## config.mk

```make
export PLATFORM = sky130hd
export DESIGN_NAME = psum_mem_seq
export DESIGN_NICKNAME = d
export VERILOG_FILES = /design/src/rtl/psum_mem_seq_pkg.sv /design/src/rtl/psum_mem_seq.sv
export SDC_FILE = /design/constraint.sdc
export NUM_CORES = 2
export LEC_CHECK = 0
export BUFFER_PORTS_ARGS = -buffer_cell sky130_fd_sc_hd__buf_2
export CAP_MARGIN = 20
export CORE_AREA = 4 4 610 612
export CTS_BUF_LIST = sky130_fd_sc_hd__clkbuf_2 sky130_fd_sc_hd__clkbuf_4 sky130_fd_sc_hd__clkbuf_8
export DETAILED_ROUTE_END_ITERATION = 16
export DIE_AREA = 0 0 614 616
export GPL_ROUTABILITY_DRIVEN = 0
export PLACE_DENSITY = 0.3
export SLEW_MARGIN = 20
export SYNTH_ARGS = -nofsm -noshare
export SYNTH_HDL_FRONTEND = slang
export SYNTH_SLANG_ARGS = --single-unit
```

## constraint.sdc

```tcl
create_clock -name clk -period 25.3 [get_ports clk]
set_input_delay 0 -clock clk [delete_from_list [all_inputs] [get_ports clk]]
set_output_delay 0 -clock clk [all_outputs]
set_load 0.05 [all_outputs]
```

## src/rtl/psum_mem_seq_pkg.sv

```systemverilog
// psum_mem_seq_pkg: shared types and constants for the psum memory-side sequencer.
// Latency: n/a (declarations only).
// Backpressure: n/a.
// Contents: FSM state encoding, SRAM active-low control levels.
package psum_mem_seq_pkg;

  // Sequencer states: wait for start, accept row + read, present to SFU,
  // write back, signal completion.
  typedef enum logic [2:0] {
    S_IDLE = 3'd0,
    S_RD   = 3'd1,
    S_ACC  = 3'd2,
    S_WB   = 3'd3,
    S_FIN  = 3'd4
  } state_e;

  // SRAM control pins are active-low.
  localparam logic CEN_ON  = 1'b0;
  localparam logic CEN_OFF = 1'b1;
  localparam logic WEN_WR  = 1'b0;
  localparam logic WEN_RD  = 1'b1;

endpackage

```

## src/rtl/psum_mem_seq.sv

```systemverilog
// psum_mem_seq: pairs array psum rows with stored SRAM psum rows for the SFU bank
// and writes the bank's result back to the same address, num_rows rows per start.
// Latency: row accepted in RD -> SFU valid next cycle -> SRAM write the cycle after;
// one row per 3 cycles. Backpressure: holds in RD (in_ready=1, SRAM idle) until in_valid.
// Ports: clk/reset; start/base_addr/num_rows/acc_en command; in_valid/in_ready/in_data
// row input; mem_* single-port SRAM; sfu_* SFU bank interface; busy/done status.
module psum_mem_seq
  import psum_mem_seq_pkg::*;
#(
  parameter int psum_bw = 32,
  parameter int col     = 8,
  parameter int addr_bw = 11
) (
  input  logic                   clk,
  input  logic                   reset,
  input  logic                   start,
  input  logic [addr_bw-1:0]     base_addr,
  input  logic [addr_bw-1:0]     num_rows,
  input  logic                   acc_en,
  input  logic                   in_valid,
  input  logic [col*psum_bw-1:0] in_data,
  output logic                   in_ready,
  output logic                   mem_cen,
  output logic                   mem_wen,
  output logic [addr_bw-1:0]     mem_addr,
  output logic [col*psum_bw-1:0] mem_din,
  input  logic [col*psum_bw-1:0] mem_dout,
  output logic                   sfu_valid,
  output logic [col*psum_bw-1:0] sfu_psum_in,
  output logic [col*psum_bw-1:0] sfu_psum_mem,
  input  logic [col*psum_bw-1:0] sfu_psum_out,
  output logic                   busy,
  output logic                   done
);

  localparam int ROW_W = col * psum_bw;
  localparam logic [addr_bw-1:0] ONE = addr_bw'(1);

  state_e             state_q,    state_d;
  logic [addr_bw-1:0] addr_q,     addr_d;
  logic [addr_bw-1:0] row_cnt_q,  row_cnt_d;
  logic [addr_bw-1:0] num_rows_q, num_rows_d;
  logic               acc_en_q,   acc_en_d;
  logic [ROW_W-1:0]   row_q,      row_d;
  // Hold registers: the SRAM and SFU data outputs keep their last driven value
  // while unused, so the live value is muxed in only in the cycle that uses it.
  logic [addr_bw-1:0] mem_addr_q, mem_addr_d;
  logic [ROW_W-1:0]   mem_din_q,  mem_din_d;
  logic [ROW_W-1:0]   psum_mem_q, psum_mem_d;

  // The row register only changes on acceptance, so it already holds between rows.
  assign sfu_psum_in = row_q;

  always_comb begin
    state_d      = state_q;
    addr_d       = addr_q;
    row_cnt_d    = row_cnt_q;
    num_rows_d   = num_rows_q;
    acc_en_d     = acc_en_q;
    row_d        = row_q;
    mem_addr_d   = mem_addr_q;
    mem_din_d    = mem_din_q;
    psum_mem_d   = psum_mem_q;

    in_ready     = 1'b0;
    mem_cen      = CEN_OFF;
    mem_wen      = WEN_RD;
    mem_addr     = mem_addr_q;
    mem_din      = mem_din_q;
    sfu_valid    = 1'b0;
    sfu_psum_mem = psum_mem_q;
    busy         = (state_q != S_IDLE);
    done         = 1'b0;

    unique case (state_q)
      S_IDLE: begin
        if (start) begin
          num_rows_d = num_rows;
          acc_en_d   = acc_en;
          addr_d     = base_addr;
          row_cnt_d  = '0;
          state_d    = (num_rows == '0) ? S_FIN : S_RD;
        end
      end

      S_RD: begin
        in_ready = 1'b1;
        // The read is issued in the same cycle the row is accepted so the
        // stored row arrives on mem_dout exactly when the SFU is presented.
        if (in_valid) begin
          row_d      = in_data;
          mem_cen    = CEN_ON;
          mem_wen    = WEN_RD;
          mem_addr   = addr_q;
          mem_addr_d = addr_q;
          state_d    = S_ACC;
        end
      end

      S_ACC: begin
        sfu_valid    = 1'b1;
        // First pass: the stored contents are stale, so the SFU sees zero.
        sfu_psum_mem = acc_en_q ? mem_dout : '0;
        psum_mem_d   = sfu_psum_mem;
        state_d      = S_WB;
      end

      S_WB: begin
        mem_cen    = CEN_ON;
        mem_wen    = WEN_WR;
        mem_addr   = addr_q;
        mem_din    = sfu_psum_out;
        mem_addr_d = addr_q;
        mem_din_d  = sfu_psum_out;
        row_cnt_d  = row_cnt_q + ONE;
        addr_d     = addr_q + ONE;   // natural wrap at 2^addr_bw
        state_d    = (row_cnt_d == num_rows_q) ? S_FIN : S_RD;
      end

      S_FIN: begin
        // start is not examined here, so a start coincident with done is dropped.
        done    = 1'b1;
        state_d = S_IDLE;
      end

      default: state_d = S_IDLE;
    endcase
  end

  always_ff @(posedge clk or posedge reset) begin
    if (reset) begin
      state_q    <= S_IDLE;
      addr_q     <= '0;
      row_cnt_q  <= '0;
      num_rows_q <= '0;
      acc_en_q   <= 1'b0;
      row_q      <= '0;
      mem_addr_q <= '0;
      mem_din_q  <= '0;
      psum_mem_q <= '0;
    end else begin
      state_q    <= state_d;
      addr_q     <= addr_d;
      row_cnt_q  <= row_cnt_d;
      num_rows_q <= num_rows_d;
      acc_en_q   <= acc_en_d;
      row_q      <= row_d;
      mem_addr_q <= mem_addr_d;
      mem_din_q  <= mem_din_d;
      psum_mem_q <= psum_mem_d;
    end
  end

endmodule

```

# Word level (Yosys, flattened, before mapping)
# Index checks and enable logic that the tools add are counted.
[classes]
reduce_logical = 8
addsub = 2
eq_ne = 7
n_mux = 20
[ops]
columns = ["op", "count"]
rows = [
  ["$mux W256", 3],
  ["$pmux W11 S2", 3],
  ["$mux W11", 3],
  ["$add A11 B1 Y11 const B", 2],
  ["$mux W3", 4],
  ["$pmux W3 S4", 1],
  ["$eq A11 B11 Y1", 1],
  ["$logic_not A11 Y1", 1],
  ["$reduce_and A2 Y1", 4],
  ["$eq A3 B2 Y1 const B", 2],
  ["$mux W1", 5],
  ["$ne A2 B2 Y1 const B", 2],
  ["$eq A3 B1 Y1 const B", 1],
  ["$eq A3 B3 Y1 const B", 1],
  ["$logic_not A3 Y1", 1],
  ["$reduce_bool A3 Y1", 1],
  ["$pmux W1 S2", 1],
  ["$reduce_bool A2 Y1", 1],
]
[word_totals]
register_bits = 816
input_bits = 795

# Depth between registers and ports, before layout
[depth]
ltp_word = 4
ltp_mapped = 8

# Worst setup path after synthesis
# OpenSTA, ideal clock, no wires.
[synth_path]
path_type = "register -> register"
start = "register state_q[0]"
end = "register mem_addr_q[0]"
path_slack_ns = 22.877
stages_incl_launch_ff = 5
n_path_buf = 1
t_required_ns = 25.052
t_arrival_ns = 2.175
synth_period_minus_slack_ns = 2.423
cell_sequence = "dfrtp_1 > nor2b_1 > o21ai_0 > clkbuf_1 > o21ai_0"
[synth_between]
elab_chain_cells = 2
elab_cells_between_ends = 3
cone_classes = "eq/ne (2); mux (1)"
[synth_rtl]
columns = ["item", "line", "source"]
rows = [
  ["start: declaration", "psum_mem_seq.sv:39", "state_e state_q, state_d;"],
  ["start signal: assignment", "psum_mem_seq.sv:142", "state_q <= state_d;"],
  ["$eq A3 B2 Y1 / $eq A3 B1 Y1 (equally long branches)", "--", ""],
  ["$pmux W11 S2 *", "--", ""],
  ["named net mem_addr[0]", "psum_mem_seq.sv:25", "output logic [addr_bw-1:0] mem_addr,"],
  ["end signal: assignment", "psum_mem_seq.sv:148", "mem_addr_q <= mem_addr_d;"],
  ["end: declaration", "psum_mem_seq.sv:47", "logic [addr_bw-1:0] mem_addr_q, mem_addr_d;"],
]
# The timed path passes the listed nets; every way through them passes the cells marked *.
# A chain may end at the register's enable or synchronous reset.

# Final worst setup path
[layout_path]
start = "register state_q[0]"
end = "register row_q[200], in the netlist sfu_psum_in[200]"
[layout_between]
elab_chain_cells = 2
[layout_rtl]
columns = ["item", "line", "source"]
rows = [
  ["$eq A3 B1 Y1", "psum_mem_seq.sv:75", "unique case (state_q)"],
  ["$reduce_and A2 Y1 (no source line)", "--", ""],
  ["end signal: assignment", "psum_mem_seq.sv:147", "row_q <= row_d;"],
  ["end: declaration", "psum_mem_seq.sv:44", "logic [ROW_W-1:0] row_q, row_d;"],
]
# No other way between the ends.

==> impl_metrics.tcl <==
set metrics [dict create \
    ios 1580 \
    path_max_fanout 63 \
    post-route-drc-count 0 \
    setup_viol 0 \
    cts-hold-fix-buffers 1618 \
    outcome "finished, final reports clean" \
    instances_no_fill 11300 \
    clkPwrFrac_pct 18.8 \
    cpPeakStageDelay_ns 0.77 \
    synth_top_area_share_pct 64.9 \
    cts.sinks 816 \
    fin_crit_ns 5.46 \
    portBuffers 1579 \
    place_inst 9284 \
    track_usage_pct 12.9 \
    syn_nets 3815 \
    ys_ff_latch 816 \
    worstSetupPathType "register to register" \
    start_util_pct 8.56 \
    ys_warn_count 0 \
    insertion_delay_ns 0.96 \
    h-tree-depth 4 \
    p_leak_uw 0.0317 \
    die_x_um 614 \
    rsz0062_at_grt "false" \
    die_h_um 616 \
    grt_pass1_wl_um 339000 \
    fin_nets 7043 \
    power.share.switching_pct 55.8 \
    cts_buffers 179 \
    postCtsSetupBuffers 0 \
    first_iter_violations 1669 \
    synth_edf_count 0 \
    wl_um 255000 \
    power.density_nw_per_um2 137 \
    dr.pass1.iters 5 \
    drv_cap 0 \
    antenna_found_initial 104 \
    fp-row-count 223 \
    slew_violations 0 \
    relSlewSlack_pct 30.7 \
    power_frac_comb_pct 57.9 \
    path_cells "nand2_1, or2_1, nor2_4, buf_4, buf_4, buf_4, buf_4, mux2_2" \
    drive_gt1_share_pct 34.2 \
    worstMarginPinSlew_ns 1.04 \
    hpwlAfterDp_um 208000 \
    avgSynthCellArea_um2 10.4 \
    slowest_stage "buf_4" \
    ant_nets 0 \
    clockBufferDepth 4 \
    hold_class "input pin to register" \
    via_per_inst 3.18 \
    num_vias 35800 \
    area.growth.synth_to_final_pct 107 \
    dieArea_um2 378000 \
    yosysSeqAreaShare_pct 64.9 \
    fmax_mhz 183 \
    switching_power_uw 4990 \
    grt_pass1_vias 38500 \
    p_int_uw 3950 \
    ys.flop_type "dfrtp_1" \
    hold_viol_final 0 \
    grt_max_degree 139 \
    critPathLaunchType "register" \
    worstPathArrival_ns 6.24 \
    routedWlPerCell_um 22.6 \
    finalCritPeriodShare_pct 21.6 \
    yosys-top-cells-area "dfrtp_1 65%, nand2_1 16%, mux2_2 8.5%" \
    cts_root_buf "clkbuf_8" \
    pwr-share-seq_pct 23.4 \
    ir_worst_vdd_uv 92.7 \
    critical_path.top_delay_family "buffers and inverters" \
    synth_top_area_cell "dfrtp_1" \
    synthCells 3018 \
    skew_ns 0.0858 \
    cts_resized 0 \
    grt.overflow.total 0 \
    endpoint_kind "register" \
    cts_tree "built" \
    worst_path_most_repeated_cell "buf_4" \
    setup_tns_ns 0 \
    core_um2 367000 \
    syn_area_um2 31500 \
    clkTransAtPathRegs_ns 0.06 \
    async_flop_share_pct 100 \
    crit_required_ns 26.07 \
    critPathBufInv 4 \
    ys_types 48 \
]
==> per-stage QoR <==
step / utilization, % / worst slack (ns) / power [uW] / hold slack [ns] / instance area (um2)
final: 17.7 / 19.84 / 8940 / 0.0826 / 65200
after global routing: 17.7 / 19.41 / 9400 / 0.0188 / 65100
after CTS: 17.7 / 19.68 / 9170 / 0.000657 / 65100
after detailed placement: 12.2 / 19.68 / 7130 / 0.148 / 44900
after global placement: 12.2 / 19.74 / 7130 / 0.136 / 44900
after floorplan: - / 2.38 / 5340 / 0.105 / 31500
==> layer usage <==
layer / wire [um] / vias up / global-route usage (%)
met5: 275 / - / 0
met4: 9940 / 42 / 4.25
met3: 16100 / 438 / 3.23
met2: 130000 / 1422 / 23.6
met1: 98400 / 17600 / 14.4
li1: - / 16300 / -
==> layout by cell type (no fill, tap or decap), types with 26 or more instances in the layout <==
| cell type | count |
|---|---|
| o21ai_0 | 26 |
| dfrtp_1 | 815 |
| nand2_1 | 1355 |
| dlygate4sd3_1 | 1618 |
| mux2_2 | 237 |
| clkbuf_4 | 51 |
| diode_2 | 41 |
| buf_4 | 35 |
| buf_2 | 1579 |
| nand3_1 | 260 |
| clkbuf_8 | 217 |
==> synth_stat cells, types with 3 or more instances <==
library cell	instances
nor3_1	8
nand2_1	1355
o31ai_1	4
xor2_1	7
buf_2	67
inv_1	6
mux2_2	237
clkbuf_1	85
a311oi_1	4
nor2b_1	3
o21ai_0	27
nand4_1	6
xnor2_1	9
buf_1	17
buf_4	16
nand3_1	260
mux2_1	19
a211oi_1	6
dfrtp_1	816
nor2_1	22
and3_1	4
a21o_1	3
==> tightest hold or removal path, delay by kind of cell <==
kind | cells | cell delay [ns]
and+or+nand+nor | 2 | 0.30
buffers and inverters | 2 | 0.67
==> power groups by stage <==
stage                     combinational (uW)  sequential (uW)  clock [uW]
after floorplan                         2530             2810           0
after global placement                  5020             2100           0
after detailed placement                5020             2110           0
after CTS                               5310             2090        1770
after global routing                    5440             2150        1810
final                                   5170             2090        1680
==> cell families (layout without fill, tap and decap cells) <==
family,count (synthesis),after routing,synth area share (%)
xor+xnor,16,16,0.445
mux,256,256,9.16
other cells,0,41,0
simple gates,1673,1673,21.4
buf+inv,195,3556,2.83
flops,816,816,64.9
fa+ha+maj,2,2,0.0795
compound gates,60,60,1.24
==> registers in the layout, summed over array words and instances, names as in the netlist <==
register,count
mem_din_q,256
acc_en_q,1
psum_mem_q,256
row_cnt_q,11
sfu_psum_in,256
mem_addr_q,11
addr_q,11
num_rows_q,11
state_q,3
==> cell type report <==
class	instances	area, um2
fillers	41300	302000
repair buffers	3234	24400
flip-flops and latches	816	20400
multi-input cells	2007	10200
well taps	4837	6050
clock buffers	268	3370
clock inverters	46	628
diodes	41	103
inverters	8	52.6
==> path summary, 6_finish.rpt <==
check | from | end | slack [ns] | cells past startpoint
min in group asynchronous | reset | sfu_psum_in[212] | 0.35 | 4
worst max register to register | state_q[0] | sfu_psum_in[200] | 19.84 | 8
worst max-delay path | state_q[0] | sfu_psum_in[200] | 19.84 | 8
worst min-delay path | sfu_psum_out[185] | mem_din_q[185] | 0.08 | 4
max in group asynchronous | reset | mem_din_q[216] | 20.14 | 10
worst min register to register | psum_mem_q[20] | psum_mem_q[20] | 0.46 | 2
Note: power is estimated with default switching activity, not from simulation.
